## src/rtl/bp_nonsynth_retire_aligner.sv

```systemverilog
// bp_nonsynth_retire_aligner: pairs committed instructions with their rd writebacks
// and emits one in-order retire record per instruction, flagging protocol anomalies.
module bp_nonsynth_retire_aligner #(
    parameter int vaddr_width_p    = 39,
    parameter int instr_width_p    = 32,
    parameter int dword_width_p    = 64,
    parameter int reg_addr_width_p = 5,
    parameter int els_p            = 8,
    parameter int timeout_p        = 1023
) (
    input  logic                        clk_i,
    input  logic                        reset_n_i,
    input  logic                        freeze_i,
    input  logic                        commit_v_i,
    input  logic [vaddr_width_p-1:0]    commit_pc_i,
    input  logic [instr_width_p-1:0]    commit_instr_i,
    input  logic                        commit_wb_i,
    output logic                        commit_ready_o,
    input  logic                        int_rd_w_v_i,
    input  logic [reg_addr_width_p-1:0] int_rd_addr_i,
    input  logic [dword_width_p-1:0]    int_rd_data_i,
    input  logic                        fp_rd_w_v_i,
    input  logic [reg_addr_width_p-1:0] fp_rd_addr_i,
    input  logic [dword_width_p-1:0]    fp_rd_data_i,
    output logic                        retire_v_o,
    input  logic                        retire_ready_i,
    output logic [vaddr_width_p-1:0]    retire_pc_o,
    output logic [instr_width_p-1:0]    retire_instr_o,
    output logic [29:0]                 retire_itag_o,
    output logic                        retire_rd_v_o,
    output logic                        retire_rd_fp_o,
    output logic [reg_addr_width_p-1:0] retire_rd_addr_o,
    output logic [dword_width_p-1:0]    retire_rd_data_o,
    output logic                        overflow_o,
    output logic                        stray_wb_o,
    output logic                        wb_conflict_o,
    output logic                        timeout_o
);
    localparam int ptr_w = $clog2(els_p);
    localparam int tmr_w = $clog2(timeout_p + 1);

    logic [vaddr_width_p-1:0]    c_pc    [els_p];
    logic [instr_width_p-1:0]    c_instr [els_p];
    logic [29:0]                 c_itag  [els_p];
    logic [els_p-1:0]            c_wb;
    logic [els_p-1:0]            w_fp;
    logic [reg_addr_width_p-1:0] w_addr  [els_p];
    logic [dword_width_p-1:0]    w_data  [els_p];
    logic [ptr_w:0]              c_wr, c_rd, w_wr, w_rd, owed, owed_eff;
    logic [29:0]                 itag;
    logic [tmr_w-1:0]            timer;
    logic [ptr_w-1:0]            c_head, w_head;
    logic                        c_empty, c_full, w_empty, head_wb;
    logic                        c_enq, wb_any, w_enq, pop, w_pop, waiting;
    logic                        wb_fp;
    logic [reg_addr_width_p-1:0] wb_addr;
    logic [dword_width_p-1:0]    wb_data;

    assign c_head   = c_rd[ptr_w-1:0];
    assign w_head   = w_rd[ptr_w-1:0];
    assign c_empty  = c_wr == c_rd;
    assign c_full   = (c_wr[ptr_w] != c_rd[ptr_w]) & (c_wr[ptr_w-1:0] == c_rd[ptr_w-1:0]);
    assign w_empty  = w_wr == w_rd;
    assign head_wb  = c_wb[c_head];

    assign c_enq    = commit_v_i & ~freeze_i & ~c_full;
    assign wb_any   = (int_rd_w_v_i | fp_rd_w_v_i) & ~freeze_i;
    // int wins a same-cycle int/fp collision
    assign wb_fp    = ~int_rd_w_v_i;
    assign wb_addr  = int_rd_w_v_i ? int_rd_addr_i : fp_rd_addr_i;
    assign wb_data  = int_rd_w_v_i ? int_rd_data_i : fp_rd_data_i;
    assign owed_eff = owed + (ptr_w+1)'(c_enq & commit_wb_i);
    assign w_enq    = wb_any & (owed_eff != '0);

    assign retire_v_o = ~c_empty & (~head_wb | ~w_empty);
    assign pop        = retire_v_o & retire_ready_i;
    assign w_pop      = pop & head_wb;
    assign waiting    = ~c_empty & head_wb & w_empty;

    assign commit_ready_o   = ~c_full;
    assign retire_pc_o      = c_pc[c_head];
    assign retire_instr_o   = c_instr[c_head];
    assign retire_itag_o    = c_itag[c_head];
    assign retire_rd_v_o    = retire_v_o & head_wb;
    assign retire_rd_fp_o   = retire_rd_v_o & w_fp[w_head];
    assign retire_rd_addr_o = retire_rd_v_o ? w_addr[w_head] : '0;
    assign retire_rd_data_o = retire_rd_v_o ? w_data[w_head] : '0;

    always_ff @(posedge clk_i) begin
        if (c_enq) begin
            c_pc[c_wr[ptr_w-1:0]]    <= commit_pc_i;
            c_instr[c_wr[ptr_w-1:0]] <= commit_instr_i;
            c_itag[c_wr[ptr_w-1:0]]  <= itag;
            c_wb[c_wr[ptr_w-1:0]]    <= commit_wb_i;
        end
        if (w_enq) begin
            w_fp[w_wr[ptr_w-1:0]]   <= wb_fp;
            w_addr[w_wr[ptr_w-1:0]] <= wb_addr;
            w_data[w_wr[ptr_w-1:0]] <= wb_data;
        end
    end

    always_ff @(posedge clk_i or negedge reset_n_i) begin
        if (!reset_n_i) begin
            c_wr          <= '0;
            c_rd          <= '0;
            w_wr          <= '0;
            w_rd          <= '0;
            itag          <= '0;
            owed          <= '0;
            timer         <= '0;
            overflow_o    <= 1'b0;
            stray_wb_o    <= 1'b0;
            wb_conflict_o <= 1'b0;
            timeout_o     <= 1'b0;
        end else begin
            c_wr          <= c_wr + (ptr_w+1)'(c_enq);
            itag          <= itag + 30'(c_enq);
            c_rd          <= c_rd + (ptr_w+1)'(pop);
            w_wr          <= w_wr + (ptr_w+1)'(w_enq);
            w_rd          <= w_rd + (ptr_w+1)'(w_pop);
            owed          <= owed_eff - (ptr_w+1)'(w_enq);
            timer         <= (pop | w_enq) ? '0 :
                             (waiting & timer != tmr_w'(timeout_p)) ? timer + 1'b1 : timer;
            overflow_o    <= overflow_o | (commit_v_i & ~freeze_i & c_full);
            stray_wb_o    <= stray_wb_o | (wb_any & owed_eff == '0);
            wb_conflict_o <= wb_conflict_o | (int_rd_w_v_i & fp_rd_w_v_i & ~freeze_i);
            timeout_o     <= timeout_o | (waiting & ~(pop | w_enq) & timer == tmr_w'(timeout_p - 1));
        end
    end
endmodule

```

## config.mk

```make
export PLATFORM = sky130hd
export DESIGN_NAME = bp_nonsynth_retire_aligner
export DESIGN_NICKNAME = d
export VERILOG_FILES = /design/src/rtl/bp_nonsynth_retire_aligner.sv
export SDC_FILE = /design/constraint.sdc
export NUM_CORES = 1
export LEC_CHECK = 0
export ABC_AREA = 1
export BUFFER_PORTS_ARGS = -buffer_cell sky130_fd_sc_hd__buf_2
export CORE_ASPECT_RATIO = 0.5
export CORE_MARGIN = 1
export CORE_UTILIZATION = 40
export CTS_CLUSTER_DIAMETER = 30
export CTS_CLUSTER_SIZE = 8
export DETAILED_ROUTE_END_ITERATION = 12
export PLACE_DENSITY = 0.66
export SLEW_MARGIN = 10
export SYNTH_ARGS = -nofsm -noshare
export SYNTH_HDL_FRONTEND = slang
export SYNTH_SLANG_ARGS = --single-unit
```

## constraint.sdc

```tcl
create_clock -name clk_i -period 8.5 [get_ports clk_i]
set_input_delay 1.7 -clock clk_i [delete_from_list [all_inputs] [get_ports clk_i]]
set_output_delay 1.7 -clock clk_i [all_outputs]
set_load 0.1 [all_outputs]
```

* After elaboration in Yosys (flattened, before gate mapping)
Memories as Yosys holds them, arrays and structs flattened.
Index checks and enable logic that the tools add are counted.
** Cells by class
- Muxes and demuxes :: 20
- $lt $le $gt $ge :: 6
- Reductions and logical operators :: 5
- Add/subtract/negate cells :: 8
- Equal/unequal tests :: 6
- Bitwise gates (word level) :: 34
** Operators with widths (number)
- $mux W64 :: 2
- $add A30 B1 Y30 :: 1
- $add A4 B1 Y4 :: 5
- $and A1 B1 Y1 :: 20
- $mux W10 :: 2
- $bwmux W8 :: 2
- $lt A3 B4 Y1 const B :: 4
- $add A10 B1 Y10 const B :: 1
- $eq A10 B10 Y1 const B :: 1
- $mux W5 :: 2
- $ne A10 B10 Y1 const B :: 1
- $eq A4 B4 Y1 :: 2
- $mux W1 :: 8
- $not A1 Y1 :: 7
- $or A1 B1 Y1 :: 7
- $bmux W1 S3 :: 2
- $demux W1 S3 :: 2
- $ge A3 B1 Y1 const B :: 2
- $logic_not A4 Y1 :: 1
- $reduce_bool A4 Y1 :: 1
- $sub A4 B1 Y4 :: 1
- $eq A3 B3 Y1 :: 1
- $logic_and A1 B1 Y1 :: 2
- $reduce_bool A2 Y1 :: 1
- $ne A1 B1 Y1 :: 1
** Storage, ports and cells
- Input port bits :: 217
- Memories kept :: 5
- RAM bits :: 1360
- Register bits :: 80
- Word-level logic and storage cells :: 97
** Memory list
- w_data :: depth 8, bits a word 64, rd ports 1, clocked after memory_dff 0, wr ports 1, RTL line 48 : logic [dword_width_p-1:0] w_data [els_p];
- c_pc :: depth 8, bits a word 39, rd ports 1, clocked after memory_dff 0, wr ports 1, RTL line 42 : logic [vaddr_width_p-1:0] c_pc [els_p];
- c_instr :: depth 8, bits a word 32, rd ports 1, clocked after memory_dff 0, wr ports 1, RTL line 43 : logic [instr_width_p-1:0] c_instr [els_p];
- c_itag :: depth 8, bits a word 30, rd ports 1, clocked after memory_dff 0, wr ports 1, RTL line 44 : logic [29:0] c_itag [els_p];
- w_addr :: depth 8, bits a word 5, rd ports 1, clocked after memory_dff 0, wr ports 1, RTL line 47 : logic [reg_addr_width_p-1:0] w_addr [els_p];

* Longest topological paths before layout
- Depth after elaboration :: 13
- Gate-level depth with buffers :: 16
- Gate-level depth less buffers :: 15

* Worst setup path before layout
OpenSTA, ideal clock, no wires.
- Kind :: input -> register
- From :: input port freeze_i
- To :: memory c_instr[0][0] (enable)
- Buffers on the path :: 0
- Path slack :: 1.480 ns
- Stages on the path :: 4
- Data required time :: 7.936 ns
- Setup time :: 0.564 ns
- Arrival :: 6.457 ns
- Cells stage by stage :: inv_1 -> nand3_1 -> or2_1 -> nor2_1
** Between the ends
- Longest elaborated chain between the ends :: 5
** Ends and longest elaborated chain
- start: declaration :: RTL line 13 : input logic freeze_i,
- $not A1 Y1 :: RTL line 66 : assign c_enq = commit_v_i & ~freeze_i & ~c_full;
- $and A1 B1 Y1 (2 in a row) :: RTL line 66
- $mux W1 :: RTL line 90 : if (c_enq) begin
- $mux W1 (not written as such) :: RTL line 92 : c_instr[c_wr[ptr_w-1:0]] <= commit_instr_i;
- end: declaration :: RTL line 43
Every way passes these cells.

* Worst setup path after layout
- From :: register c_rd[1]
- To :: output port retire_itag_o[11]
** Between the ends
- Longest elaborated chain between the ends :: 1
** Ends and longest elaborated chain
- start: declaration :: RTL line 49 : logic [ptr_w:0] c_wr, c_rd, w_wr, w_rd, owed, owed_eff;
- start signal: assignment :: RTL line 119 : c_rd <= c_rd + (ptr_w+1)'(pop);
- $mem_v2 Z8 W30
- end: declaration :: RTL line 29 : output logic [29:0] retire_itag_o,
Every way passes these cells.

==> results.sh <==
export IMPL_via_per_inst=5.37
export IMPL_dpl_hpwl_mm=73.1
export IMPL_slowest_stage="buf_4"
export IMPL_finalWeightedCongestion=0.816
export IMPL_synth_ff_type="edfxtp_1"
export IMPL_drive_gt1_share_pct=15.0
export IMPL_track_usage_pct=18.9
export IMPL_die_w_microns=537
export IMPL_path_buf_inv=4
export IMPL_postCtsSetupBuffers=0
export IMPL_max_stage_delay_ns=0.75
export IMPL_initial_core_util_pct=40.6
export IMPL_clock_sinks=1440
export IMPL_cp_top_family="buffers and inverters"
export IMPL_violations="slew limit"
export IMPL_clk_pin_slew_worst_paths_ns=0.05
export IMPL_critPathCapture="retire_itag_o[11]"
export IMPL_grt_ovfl_total=0
export IMPL_ys_seq_elements=1440
export IMPL_ant_nets=0
export IMPL_met1_usage_pct=23.2
export IMPL_antenna_found_initial=12
export IMPL_vias=37051
export IMPL_fmax_mhz=147
export IMPL_crit_cells=8
export IMPL_postPlaceCellArea_sq_um=61000
export IMPL_crit_path_max_fanout=90
export IMPL_syn2layout_area_growth_pct=17.8
export IMPL_arrival_ns=5.08
export IMPL_async_flop_share_pct=4.44
export IMPL_synth_cell_area_sq_um=57300
export IMPL_r2r_cells=15
export IMPL_synth_edff_count=1376
export IMPL_crit_path_frequent_cell="buf_4"
export IMPL_syn_inst=4520
export IMPL_setup_viol=0
export IMPL_reg2reg_setup_slack_ns=2.91
export IMPL_grt_setup_unrepaired="false"
export IMPL_die_h_microns=270
export IMPL_synth_area_per_cell_sq_um=12.7
export IMPL_final_area_sq_um=67500
export IMPL_status="finished with violations"
export IMPL_max_slew_margin_pct=-0.0391
export IMPL_grt_pass1_wl_mm=212
export IMPL_skew_ns=0.0511
export IMPL_cp_required_ns=6.80
export IMPL_firstDrtPassIters=5
export IMPL_cp_end_kind="primary output"
export IMPL_startpoint="c_rd[1]"
export IMPL_use_met2_pct=33.3
export IMPL_clk_path_buf_depth=3
export IMPL_hold_buffers=0
export IMPL_cts_made_buffers=218
export IMPL_top_usage_layer="met2"
export IMPL_grt_pass1_vias=37163
export IMPL_grtUsageMet3_pct=3.18
export IMPL_hold_viol=0
export IMPL_worst_pin_slew_ns=1.50
export IMPL_crit_path_cell_trace="inv_6, buf_4, buf_4, o21ai_0, o22ai_1, nor2_1, a31oi_1, buf_2"
export IMPL_root_buffer="clkbuf_16"
export IMPL_post_cts_resized=0
export IMPL_drv_cap=0
export IMPL_row_count=97
export IMPL_multi_input_area_sq_um=13100
export IMPL_reg2reg_to="w_data[3][39]"
export IMPL_wirelength_mm=139
export IMPL_core_area_sq_um=141000
export IMPL_synth_seq_area_share_pct=74.9
export IMPL_holdCritPathClass="reg2reg"
export IMPL_worstSetupStartpointType="flop"
export IMPL_syn_nets=4753
export IMPL_slew_violations=5
export IMPL_dr_first_iter_drc_count=3238
export IMPL_rr_startpoint="c_rd[1]"
export IMPL_clk_latency_ns=0.82
export IMPL_wire_per_inst_microns=20.1
export IMPL_die_area_sq_um=145000
export IMPL_io_buffers=394
export IMPL_regArea_sq_um=42900
export IMPL_yosysWarningCount=0
export IMPL_htreeDepth=4
export IMPL_fillers=12085
export IMPL_ios=395
export IMPL_yosysUniqueCellTypes=36
export IMPL_grt_max_degree=233
export IMPL_layout_nets=5125
export IMPL_worstSetupPathType="reg2out"
export IMPL_route_detailed_drc=0
export IMPL_post_route_period_util_pct=79.8
export IMPL_fin_crit_ns=6.78
export IMPL_tritoncts="built"
export IMPL_finalSetupTns_ns=0
[per-layer routing]
metal	routed length, microns	part of all wire, %
met5	13	0.0094
met4	3710	2.7
met3	6630	4.8
met2	72000	52
met1	56500	41
[how the worst min path moves through the flow]
stage	startpoint	end	slack, ns	depth (start not counted)
floorplan	c_wr[3]	c_wr[3]	0.46	1
global placement	timeout_o	timeout_o	0.47	1
detailed placement	stray_wb_o	stray_wb_o	0.46	1
CTS	stray_wb_o	stray_wb_o	0.47	1
global route	stray_wb_o	stray_wb_o	0.48	1
finish	stray_wb_o	stray_wb_o	0.46	1
[layout by cell type (no fill, tap or decap), types with 59 or more instances in the layout]
cell type / Yosys / layout
a31oi_1: 101 / 101
a22oi_1: 70 / 70
dfrtp_1: 64 / 59
nor2_1: 821 / 805
clkbuf_16: 0 / 219
buf_2: 62 / 393
a21oi_1: 212 / 212
nand2_1: 727 / 727
clkbuf_1: 192 / 65
edfxtp_1: 1376 / 1376
o21ai_0: 474 / 474
a32o_1: 70 / 70
o22ai_1: 101 / 101
[cells in the mapped netlist, types with 2 or more instances]
cell | n | share of area (%)
clkbuf_1 | 192 | 1.3
and2_1 | 2 | 0.022
dfrtp_1 | 64 | 2.8
o21ai_0 | 474 | 4.1
buf_4 | 11 | 0.14
nand2_1 | 727 | 4.8
nand4_1 | 28 | 0.31
nor2_1 | 821 | 5.4
a32o_1 | 70 | 1.2
buf_2 | 62 | 0.54
a21oi_1 | 212 | 1.9
or2_1 | 2 | 0.022
nor3_1 | 14 | 0.12
ha_1 | 16 | 0.35
xor2_1 | 36 | 0.55
nor2_4 | 2 | 0.039
nand3_1 | 23 | 0.20
a22oi_1 | 70 | 0.92
xnor2_1 | 14 | 0.21
edfxtp_1 | 1376 | 72
nand3_2 | 2 | 0.035
inv_1 | 53 | 0.35
inv_2 | 7 | 0.046
nor4_1 | 3 | 0.033
a31oi_1 | 101 | 1.1
buf_1 | 24 | 0.16
o21bai_1 | 3 | 0.039
o22ai_1 | 101 | 1.1
nand2_4 | 3 | 0.059
[kinds of logic after synthesis]
logic type	count (synthesis)	synth area share, %
simple gates	1630	11.1
flops	1440	74.9
compound gates	1034	10.4
buf+inv	350	2.51
xor+xnor	50	0.764
fa+ha+maj	16	0.349
[through the flow]
step                util [%]  setup WS (ns)  std cells  hold slack (ns)
floorplan                  -           1.48       4520            0.464
global placement        43.2           2.57       6553            0.466
detailed placement      43.2           2.57       6553            0.458
CTS                     47.8           1.70       6895            0.470
global route            47.8           1.51       6903            0.478
finish                  47.8           1.72       6905            0.464
[flip-flops by register name, summed over array words and instances, names as in the netlist, 8 cells and up]
register	flops
w_data	512
c_pc	312
c_instr	256
c_itag	240
w_addr	40
itag	30
timer	10
c_wb	8
w_fp	8
[final cells by class]
class                   instances  area share [%]
clock buffers                 298            8.77
clock inverters                44           0.827
diodes                         10          0.0371
flip-flops and latches       1440            63.6
repair buffers                442            3.52
well taps                    1881            3.49
inverters                      60           0.378
multi-input cells            2730            19.4
[worst register-to-register path: stages (launching register included)]
cell and delay [ns]:
dfrtp_4 0.72, inv_6 0.66, nand2_1 0.15, a21oi_2 0.24
nand4_1 0.17, nand3_1 0.15, nor2_1 0.06, ha_1 0.20
ha_1 0.19, xnor2_1 0.17, nand4_1 0.14, nand2_1 0.37
inv_1 0.27, nand2_1 0.26, nor2_4 0.55, buf_4 0.85
Power is left out: the tool's default activity adds up to more than one toggle a clock period on the data nets, which glitch-free logic cannot reach.
